File: src/rtl/sdram_p0_line_reader_if.sv
// Port-0 request/response bus and 16-bit output stream
// bundled for the SDRAM line reader.
interface sdram_p0_line_reader_if #(
  parameter int ADDR_WIDTH = 25
);
  logic [ADDR_WIDTH-1:0] p0_addr;
  logic                  p0_rd_req;
  logic [1:0]            p0_byte_en;
  logic                  p0_ready;
  logic                  p0_available;
  logic [127:0]          p0_q;
  logic [15:0]           out_data;
  logic                  out_valid;
  logic                  out_ready;
  logic                  out_last;

  modport master (
    output p0_addr, p0_rd_req, p0_byte_en,
    input  p0_ready, p0_available, p0_q,
    output out_data, out_valid, out_last,
    input  out_ready
  );

  modport slave (
    input  p0_addr, p0_rd_req, p0_byte_en,
    output p0_ready, p0_available, p0_q,
    input  out_data, out_valid, out_last,
    output out_ready
  );
endinterface

File: src/rtl/sdram_p0_line_reader.sv
// SDRAM port-0 line reader: 8-word bursts into a 2-line buffer, unpacked to a
// 16-bit stream. Define SDRAM_RD_TIMEOUT_EN for the WAIT_DATA watchdog.
module sdram_p0_line_reader #(
  parameter int ADDR_WIDTH = 25,
  parameter int LEN_WIDTH  = 16
`ifdef SDRAM_RD_TIMEOUT_EN
  , parameter int TIMEOUT_CYCLES = 1024
`endif
) (
  input  logic                  clk,
  input  logic                  reset_n,
  input  logic                  init_complete,
  input  logic                  start,
  input  logic [ADDR_WIDTH-1:0] start_addr,
  input  logic [LEN_WIDTH-1:0]  length,
  output logic                  busy,
  output logic                  done,
`ifdef SDRAM_RD_TIMEOUT_EN
  output logic                  timeout,
`endif
  sdram_p0_line_reader_if.master bus
);

  typedef enum logic [1:0] {
    IDLE, ISSUE, WAIT_DATA, DRAIN
  } state_t;

  state_t state, state_nx;

  logic [ADDR_WIDTH-1:0] line_addr;
  logic [LEN_WIDTH:0]    span, lines_calc, lines_left;
  logic [LEN_WIDTH-1:0]  words_left;
  logic [2:0]            rd_idx;
  logic [127:0]          slot [2];
  logic [1:0]            full;
  logic                  head, tail;
  logic [15:0]           head_word, data_q;
  logic                  valid_q, last_q, done_q;
  logic                  accept, issue, line_wr;
  logic                  pop, line_free, final_xfer, abort;

  assign span = (LEN_WIDTH+1)'(start_addr[2:0])
              + (LEN_WIDTH+1)'(length)
              + (LEN_WIDTH+1)'(7);
  assign lines_calc = span >> 3;

  assign busy   = (state != IDLE);
  assign done   = done_q;
  assign accept = start && !busy;
  assign issue  = (state == ISSUE) && init_complete
               && bus.p0_ready && !(&full);
  assign line_wr = (state == WAIT_DATA) && bus.p0_available;

  // Output register only reloads when empty or being consumed
  assign head_word  = slot[head][{rd_idx, 4'b0000} +: 16];
  assign pop        = full[head] && (!valid_q || bus.out_ready);
  assign line_free  = pop && (rd_idx == 3'd7
                   || words_left == LEN_WIDTH'(1));
  assign final_xfer = valid_q && bus.out_ready && last_q;

  assign bus.p0_addr    = line_addr;
  assign bus.p0_rd_req  = issue;
  assign bus.p0_byte_en = 2'b11;
  assign bus.out_data   = data_q;
  assign bus.out_valid  = valid_q;
  assign bus.out_last   = last_q;

`ifdef SDRAM_RD_TIMEOUT_EN
  localparam int TW = $clog2(TIMEOUT_CYCLES + 1);

  logic [TW-1:0] wait_cnt;
  logic          timeout_q;

  assign abort = (state == WAIT_DATA) && !bus.p0_available
              && (wait_cnt == TW'(TIMEOUT_CYCLES - 1));
  assign timeout = timeout_q;

  always_ff @(posedge clk or negedge reset_n) begin
    if (!reset_n) begin
      wait_cnt  <= '0;
      timeout_q <= 1'b0;
    end else begin
      if (state == WAIT_DATA && !abort)
        wait_cnt <= wait_cnt + TW'(1);
      else
        wait_cnt <= '0;
      if (abort)
        timeout_q <= 1'b1;
      else if (accept)
        timeout_q <= 1'b0;
    end
  end
`else
  assign abort = 1'b0;
`endif

  always_ff @(posedge clk or negedge reset_n) begin
    if (!reset_n)
      state <= IDLE;
    else
      state <= state_nx;
  end

  always_comb begin
    state_nx = state;
    unique case (state)
      IDLE:
        if (accept && length != '0)
          state_nx = ISSUE;
      ISSUE:
        if (issue)
          state_nx = WAIT_DATA;
      WAIT_DATA:
        if (abort)
          state_nx = IDLE;
        else if (line_wr)
          state_nx = (lines_left == (LEN_WIDTH+1)'(1))
                   ? DRAIN : ISSUE;
      DRAIN:
        if (final_xfer)
          state_nx = IDLE;
      default:
        state_nx = IDLE;
    endcase
  end

  always_ff @(posedge clk) begin
    if (line_wr)
      slot[tail] <= bus.p0_q;
  end

  always_ff @(posedge clk or negedge reset_n) begin
    if (!reset_n) begin
      line_addr  <= '0;
      lines_left <= '0;
      words_left <= '0;
      rd_idx     <= '0;
      full       <= '0;
      head       <= 1'b0;
      tail       <= 1'b0;
      data_q     <= '0;
      valid_q    <= 1'b0;
      last_q     <= 1'b0;
      done_q     <= 1'b0;
    end else begin
      if (accept) begin
        line_addr  <= {start_addr[ADDR_WIDTH-1:3], 3'b000};
        lines_left <= lines_calc;
        words_left <= length;
        rd_idx     <= start_addr[2:0];
      end
      if (issue)
        line_addr <= line_addr + ADDR_WIDTH'(8);
      if (line_wr)
        lines_left <= lines_left - (LEN_WIDTH+1)'(1);
      if (pop) begin
        words_left <= words_left - LEN_WIDTH'(1);
        rd_idx     <= line_free ? 3'd0 : rd_idx + 3'd1;
      end
      // Free before write so a same-cycle write into that slot wins
      if (line_free) begin
        full[head] <= 1'b0;
        head       <= ~head;
      end
      if (line_wr) begin
        full[tail] <= 1'b1;
        tail       <= ~tail;
      end
      if (abort) begin
        full <= '0;
        head <= 1'b0;
        tail <= 1'b0;
      end
      if (abort) begin
        valid_q <= 1'b0;
        last_q  <= 1'b0;
      end else if (pop) begin
        valid_q <= 1'b1;
        last_q  <= (words_left == LEN_WIDTH'(1));
        data_q  <= head_word;
      end else if (bus.out_ready) begin
        valid_q <= 1'b0;
        last_q  <= 1'b0;
      end
      done_q <= (accept && length == '0)
             || (state == DRAIN && final_xfer)
             || abort;
    end
  end

endmodule

File: src/flat_wrapper.sv
// flat-port wrapper written by rule: the top's interface ports become plain ports
module sdram_p0_line_reader_flat 
#(
  parameter int ADDR_WIDTH = 25,
  parameter int LEN_WIDTH  = 16

)
  (clk, reset_n, init_complete, start, start_addr, length, busy, done, bus_p0_addr, bus_p0_rd_req, bus_p0_byte_en, bus_p0_ready, bus_p0_available, bus_p0_q, bus_out_data, bus_out_valid, bus_out_last, bus_out_ready);
  sdram_p0_line_reader_if #(.ADDR_WIDTH(ADDR_WIDTH)) bus_i ();
  input  logic clk;
  input  logic reset_n;
  input  logic init_complete;
  input  logic start;
  input  logic [ADDR_WIDTH-1:0] start_addr;
  input  logic [LEN_WIDTH-1:0] length;
  output logic busy;
  output logic done;
  output wire logic [$bits(bus_i.p0_addr)-1:0] bus_p0_addr;
  output wire logic [$bits(bus_i.p0_rd_req)-1:0] bus_p0_rd_req;
  output wire logic [$bits(bus_i.p0_byte_en)-1:0] bus_p0_byte_en;
  input wire logic [$bits(bus_i.p0_ready)-1:0] bus_p0_ready;
  input wire logic [$bits(bus_i.p0_available)-1:0] bus_p0_available;
  input wire logic [$bits(bus_i.p0_q)-1:0] bus_p0_q;
  output wire logic [$bits(bus_i.out_data)-1:0] bus_out_data;
  output wire logic [$bits(bus_i.out_valid)-1:0] bus_out_valid;
  output wire logic [$bits(bus_i.out_last)-1:0] bus_out_last;
  input wire logic [$bits(bus_i.out_ready)-1:0] bus_out_ready;
  assign bus_p0_addr = bus_i.p0_addr;
  assign bus_p0_rd_req = bus_i.p0_rd_req;
  assign bus_p0_byte_en = bus_i.p0_byte_en;
  assign bus_i.p0_ready = bus_p0_ready;
  assign bus_i.p0_available = bus_p0_available;
  assign bus_i.p0_q = bus_p0_q;
  assign bus_out_data = bus_i.out_data;
  assign bus_out_valid = bus_i.out_valid;
  assign bus_out_last = bus_i.out_last;
  assign bus_i.out_ready = bus_out_ready;
  sdram_p0_line_reader #(.ADDR_WIDTH(ADDR_WIDTH), .LEN_WIDTH(LEN_WIDTH)) u_core (.clk(clk), .reset_n(reset_n), .init_complete(init_complete), .start(start), .start_addr(start_addr), .length(length), .busy(busy), .done(done), .bus(bus_i));
endmodule
File: config.mk
export PLATFORM = sky130hd
export DESIGN_NAME = sdram_p0_line_reader_flat
export DESIGN_NICKNAME = d
export VERILOG_FILES = /design/src/rtl/sdram_p0_line_reader_if.sv /design/src/rtl/sdram_p0_line_reader.sv /design/src/flat_wrapper.sv
export SDC_FILE = /design/constraint.sdc
export NUM_CORES = 1
export LEC_CHECK = 0
export ABC_AREA = 1
export BUFFER_PORTS_ARGS = -buffer_cell sky130_fd_sc_hd__buf_2
export CORE_MARGIN = 2
export CORE_UTILIZATION = 34
export DETAILED_ROUTE_END_ITERATION = 8
export GPL_TIMING_DRIVEN = 0
export PLACE_DENSITY = 0.55
export SLEW_MARGIN = 20
export SYNTH_ARGS = -nofsm -noshare
export SYNTH_HDL_FRONTEND = slang
export SYNTH_SLANG_ARGS = --single-unit
File: constraint.sdc
create_clock -name clk -period 10.3 [get_ports clk]
set_input_delay 2.06 -clock clk [delete_from_list [all_inputs] [get_ports clk]]
set_output_delay 2.06 -clock clk [all_outputs]
set_load 0.01 [all_outputs]
==> results.py, run 1 <==
metrics = {
    "route": {
        "drtIter0Drc": 958,
        "vias": 12431,
        "vias_per_cell": 4.97,
        "route.detailed.drc": 0,
        "ant_nets": 0,
        "drt-total-wl_um": 46500,
        "first_pass_iters": 6,
        "avgRoutedWirePerCell_um": 18.6,
    },
    "min_path": {
        "hp-start": "u_core.words_left[15]$_DFFE_PN0P_",
        "hold_class": "flip-flop to flip-flop",
        "whs_path_depth": 2,
        "hold_end": "u_core.words_left[15]$_DFFE_PN0P_",
    },
    "power_and_ir_drop": {
        "intPower_mw": 3.18,
        "comb_power_share_pct": 38.4,
        "switching_share_pct": 40.1,
        "power_leakage_nw": 7.87,
        "clockPowerShare_pct": 25.6,
        "power_frac_seq_pct": 36.0,
        "ir_drop_mv": 0.190,
        "powerDensity_nw_per_um2": 280,
        "switchingPower_mw": 2.13,
    },
    "synth": {
        "ys_ff_latch": 339,
        "synth_edf_count": 256,
        "synth.avg_cell_area_um2": 9.74,
        "seq_area_frac_synth_pct": 62.7,
        "yosys_most_used_dff": "edfxtp_1",
        "yosysMostFrequentCell": "nand2_1",
        "yosysTopAreaCellShare_pct": 49.3,
        "ys_warn_count": 0,
        "yosys.area.top_type": "edfxtp_1",
        "synthTopCellsByCount": "502 x nand2_1, 262 x nand3_1, 256 x edfxtp_1",
        "async_flop_share_pct": 24.5,
        "synth_cell_types": 46,
        "syn_inst": 1600,
        "netlist_top_cells_area": "edfxtp_1 49%, dfrtp_1 13%, nand2_1 12%",
        "netlist_area_um2": 15600,
    },
    "floorplanning": {
        "die-area_um2": 47600,
        "die_x_um": 218,
        "die_height_um": 218,
        "pin_count": 224,
        "std_cell_rows": 78,
        "core_area_um2": 45300,
        "start_util_pct": 34.4,
    },
    "setup_path": {
        "regToRegSetupSlack_ns": 7.93,
        "r2r_end": "u_core.slot[1][88]$_DFFE_PP_",
        "path_max_fanout": 10,
        "endpoint_kind": "primary output",
        "reg2reg_depth": 8,
        "worstPathRequired_ns": 8.24,
        "worst_setup_path_start_kind": "primary input",
        "crit_type": "primary input to primary output",
        "crit_arrival_ns": 2.84,
        "r2r-start": "u_core.state[1]$_DFFE_PN0P_",
    },
    "clocking": {
        "postCtsHoldBufs": 0,
        "cts_setup_buffers": 0,
        "cts_inserted_buffers": 39,
        "cts-root-buf": "clkbuf_16",
        "clk_pin_slew_ns": 0.06,
        "cts_resized": 0,
        "tritoncts": "yes",
        "worstSkewPairLatency_ns": 0.55,
        "htree_levels": 2,
        "cts_sinks": 339,
        "clockBufferDepth": 3,
    },
    "timing": {
        "worst_pin_slew_ns": 0.766,
        "rsz0062_at_grt": "no",
        "fmax_mhz": 204,
        "hold_viol": 0,
        "clock_skew_ns": 0.0130,
        "post-route-period-util_pct": 47.6,
        "setup_viol": 0,
        "holdWs_ns": 0.489,
        "slew_headroom_pct": 48.9,
        "min_period_ns": 4.90,
        "final-max-slew-violation-count": 0,
        "fin_setup_tns_ns": 0,
    },
    "global_route": {
        "grt_usage_pct": 19.7,
        "first_global_vias": 12359,
        "grt_pass1_wl_um": 71400,
        "grt_max_degree": 54,
        "antenna_found_initial": 2,
        "grt_overflow": 0,
    },
    "placed_design": {
        "dp_hpwl_um": 34100,
        "port_buffers": 217,
        "gp_congestion": 0.889,
    },
    "final_layout": {
        "antennaDiodeCount": 0,
        "syn_to_final_growth_pct": 21.8,
        "drive_gt1_share_pct": 19.2,
        "final_nets": 2061,
    },
    "run": {
        "maxCapViolations": 0,
    },
    "run_status": {
        "status": "completed",
    },
}
layout make-up:
class | count | area (µm²)
Tap cell | 600 | 751
Timing Repair Buffer | 230 | 1400
Sequential cell | 339 | 9760
Clock inverter | 19 | 210
Multi-Input combinational cell | 1088 | 5030
Buffer | 79 | 440
Clock buffer | 50 | 1020
Inverter | 97 | 364
Fill cell | 4474 | 26300
power by group through the flow:
stage / registers (mW) / clock network (mW) / logic (mW)
detailed placement: 1.93 / 0 / 2.06
finish: 1.91 / 1.36 / 2.04
CTS: 1.91 / 1.39 / 2.07
floorplan: 1.93 / 0 / 1.26
global placement: 1.95 / 0 / 2.00
global route: 1.94 / 1.45 / 2.29
cell families after synthesis:
kind of cell	count (synthesis)	synth area share, %
buffers and inverters	176	5.16
AOI/OAI and AO/OA	129	4.84
xor gates and xnor gates	13	0.731
and+or+nand+nor	930	25.7
other	2	0.0482
adders and majority gates	11	0.883
DFF	339	62.7
flip-flops by register name, indices dropped and copies added (netlist names):
name                  count
u_core.bus.out_data      16
u_core.bus.out_last       1
u_core.bus.out_valid      1
u_core.bus.p0_addr       22
u_core.done               1
u_core.full               2
u_core.head               1
u_core.lines_left        17
u_core.rd_idx             3
u_core.slot             256
u_core.state              2
u_core.tail               1
u_core.words_left        16
worst max-delay path by stage:
stage,to,from,cells past startpoint,slack (ns)
final,bus_p0_rd_req,bus_p0_ready,5,5.40
after global routing,bus_p0_rd_req,bus_p0_ready,5,5.36
after CTS,bus_p0_rd_req,bus_p0_ready,5,5.40
after detailed placement,bus_p0_rd_req,bus_p0_ready,5,5.40
after global placement,u_core.full[0]$_DFF_PN0_,bus_p0_available,6,1.67
after floorplan,u_core.slot[0][0]$_DFFE_PP_,bus_p0_available,3,4.20
metal layers:
layer	part of all wire (%)	global-route usage (%)	vias to the layer above
met3	6.7	4.55	68
met5	0.062	0	-
li1	-	-	6004
met2	47	32.2	383
met4	2.5	5.69	4
met1	44	26.1	5972
critical path: stages:
cell	delay [ns]
buf_2	0.13
nand4_4	0.13
inv_2	0.09
buf_2	0.25
buf_2	0.18
per-stage QoR:
stage	setup WS [ns]	instance area, µm²	cells	util [%]	total power, mW
final	5.40	19000	2502	41.9	5.31
after CTS	5.40	19000	2502	41.9	5.37
after global placement	1.67	17400	2420	38.5	3.95
after detailed placement	5.40	17700	2433	39.2	3.99
after global routing	5.36	19000	2502	41.9	5.68
after floorplan	4.20	15600	1603	-	3.19
cell usage in the layout (no fill, tap or decap), types with 25 or more instances in the layout:
master / count
clkbuf_16: 39
dfrtp_1: 83
nor2_1: 112
a21oi_1: 49
buf_2: 244
nand2_1: 502
clkbuf_1: 25
edfxtp_1: 256
nand3_1: 262
inv_1: 89
No activity file was read; power rests on OpenSTA's default activity.
==> run 2, diff against run 1 <==
Settings changed: ABC_AREA 1 to 0.
Clock period 10.3 ns to 4.81 ns, I/O delays scaled along.
==> results.py, run 2 <==
metrics = {
    "global_route": {
        "grt_max_degree": 73,
        "grt_pass1_wl_um": 56900,
        "first_global_vias": 9551,
        "grt_overflow": 0,
        "antenna_found_initial": 16,
        "grt_usage_pct": 17.3,
    },
    "power_and_ir_drop": {
        "power_frac_seq_pct": 40.0,
        "power_leakage_nw": 6.61,
        "powerDensity_nw_per_um2": 569,
        "comb_power_share_pct": 31.3,
        "switchingPower_mw": 3.34,
        "ir_drop_mv": 0.284,
        "clockPowerShare_pct": 28.7,
        "intPower_mw": 6.77,
        "switching_share_pct": 33.0,
    },
    "timing": {
        "slew_headroom_pct": 33.9,
        "hold_viol": 0,
        "rsz0062_at_grt": "no",
        "final-max-slew-violation-count": 0,
        "worst_slack_ns": 1.59,
        "clock_skew_ns": 0.0194,
        "min_period_ns": 3.22,
        "setup_viol": 0,
        "worst_pin_slew_ns": 0.992,
        "fin_setup_tns_ns": 0,
        "post-route-period-util_pct": 67.0,
        "fmax_mhz": 310,
    },
    "final_layout": {
        "mostFrequentLayoutCell": "edfxtp_1",
        "largest-register": "u_core.slot",
        "final_nets": 1389,
        "largest_reg_flops": 256,
        "final_cells": 1776,
        "mostFrequentLayoutCells": "256 x edfxtp_1, 230 x buf_2, 83 x dfrtp_1",
        "fin_util_pct": 42.3,
        "final_cell_area_um2": 17800,
        "drive_gt1_share_pct": 31.7,
        "syn_to_final_growth_pct": 22.7,
    },
    "floorplanning": {
        "start_util_pct": 34.5,
        "core_area_um2": 41900,
        "die_x_um": 210,
        "pin_count": 224,
        "die_height_um": 210,
        "std_cell_rows": 75,
        "die-area_um2": 44200,
    },
    "synth": {
        "yosys.area.top_type": "edfxtp_1",
        "ys_ff_latch": 339,
        "yosysTopAreaCellShare_pct": 53.1,
        "synthTopCellsByCount": "256 x edfxtp_1, 83 x dfrtp_1, 64 x mux4_2",
        "synth_edf_count": 256,
        "yosysMostFrequentCell": "edfxtp_1",
        "synth_cell_types": 68,
        "synth.avg_cell_area_um2": 15.5,
        "syn_inst": 932,
        "ys_warn_count": 0,
        "netlist_area_um2": 14500,
        "async_flop_share_pct": 24.5,
        "seq_area_frac_synth_pct": 67.5,
        "netlist_top_cells_area": "edfxtp_1 53%, dfrtp_1 14%, mux4_2 10%",
        "yosys_most_used_dff": "edfxtp_1",
    },
    "clocking": {
        "worstSkewPairLatency_ns": 0.55,
        "cts_sinks": 339,
        "htree_levels": 2,
        "tritoncts": "yes",
        "postCtsHoldBufs": 0,
        "clk_pin_slew_ns": 0.06,
        "clockBufferDepth": 3,
        "cts_inserted_buffers": 39,
        "cts_resized": 0,
        "cts-root-buf": "clkbuf_16",
        "cts_setup_buffers": 0,
    },
    "route": {
        "drtIter0Drc": 619,
        "ant_nets": 0,
        "route.detailed.drc": 0,
        "first_pass_iters": 4,
        "avgRoutedWirePerCell_um": 21.2,
        "vias_per_cell": 5.18,
        "drt-total-wl_um": 37700,
        "vias": 9195,
    },
    "run": {
        "maxCapViolations": 0,
    },
    "setup_path": {
        "crit_arrival_ns": 2.26,
        "worst_setup_path_start_kind": "primary input",
        "path_max_fanout": 10,
        "path_cells": "buf_2 > nand4b_1 > a21o_1 > clkinv_1 > buf_1 > buf_2",
        "worstPathBufferInverterCount": 4,
        "critPathTopFamily": "buffers and inverters",
        "crit_type": "primary input to primary output",
        "crit_top_cell": "buf_2",
        "endpoint_kind": "primary output",
        "worstPathRequired_ns": 3.85,
        "cpMaxStageDelayCell": "buf_1",
        "critPathMaxStageDelay_ns": 0.41,
    },
    "placed_design": {
        "dp.cells": 1700,
        "gp_congestion": 0.874,
        "port_buffers": 217,
        "dp_hpwl_um": 26900,
        "dp_slack_ns": 1.60,
        "placed_cell_area_um2": 16500,
    },
    "run_status": {
        "status": "completed",
    },
    "min_path": {
        "hold_class": "primary input to async pin",
    },
}
[run 2: cell count changes after synthesis, sizes merged, moves of 10 or more]
cell	delta
buf	-38
inv	-75
a21oi	-21
nand2	-458
mux2i	+37
mux4	+64
nor2	-69
nand3	-242
nor4	+12
clkbuf	+10
nor3	+12
o21ai	+10
[run 2: metrics by stage]
stage	power [mW]	hold slack, ns
finish	10.1	0.324
global route	10.7	0.339
CTS	10.3	0.312
detailed placement	7.36	0.469
global placement	7.28	0.456
floorplan	6.14	0.446
[run 2: power by group through the flow]
stage / Combinational, mW / Sequential, mW / Clock [mW]
after detailed placement: 3.26 / 4.09 / 0
after global placement: 3.17 / 4.11 / 0
after CTS: 3.27 / 4.04 / 2.99
after global routing: 3.52 / 4.10 / 3.09
after floorplan: 2.05 / 4.09 / 0
final: 3.16 / 4.04 / 2.90
[run 2: metal layers]
| layer | vias up | track usage (%) | wire [µm] |
|---|---|---|---|
| met5 | - | 0 | 147 |
| met4 | 24 | 4.79 | 675 |
| met3 | 71 | 5.24 | 2810 |
| met2 | 269 | 29.3 | 18400 |
| met1 | 4584 | 21.3 | 15700 |
| li1 | 4247 | - | - |
[run 2: final timing paths]
check	from	to	slack (ns)	cells after the start
max	bus_p0_ready	bus_p0_rd_req	1.59	6
min	reset_n	u_core.done$_DFF_PN0_	0.32	1
max reg2reg	u_core.state[1]$_DFFE_PN0P_	u_core.rd_idx[0]$_DFFE_PN0P_	2.03	6
min reg2reg	u_core.lines_left[14]$_DFFE_PN0P_	u_core.lines_left[14]$_DFFE_PN0P_	0.48	1
max in group asynchronous	reset_n	u_core.bus.out_data[2]$_DFFE_PN0N_	3.90	2
min in group clk	u_core.lines_left[14]$_DFFE_PN0P_	u_core.lines_left[14]$_DFFE_PN0P_	0.48	1
[run 2: worst reg2reg max path, cell delays in order, from the launching register on]
cell and delay, ns:
dfrtp_1 0.39, clkbuf_1 0.21, nor3b_1 0.48, clkbuf_1 0.55
buf_1 0.63, mux2i_1 0.26, o22ai_1 0.10
[run 2: area by class of cell]
cell class,count,area [µm²]
clock inverters,21,185
inverters,23,93.8
repair buffers,226,1330
clock buffers,49,1060
multi-input cells,522,4410
well taps,539,674
plain buffers,51,229
flip-flops and latches,339,9760
fillers,3850,24200
diodes,6,15.0
[run 2: cell families after synthesis]
family / share of synthesized area (%)
flip-flops: 67.5
AO/OA/AOI/OAI: 7.39
multiplexers: 12.7
buffers and inverters: 2.17
XOR/XNOR: 1.02
AND/OR/NAND/NOR: 8.25
other: 0.0519
adder cells (fa/ha/maj): 0.951
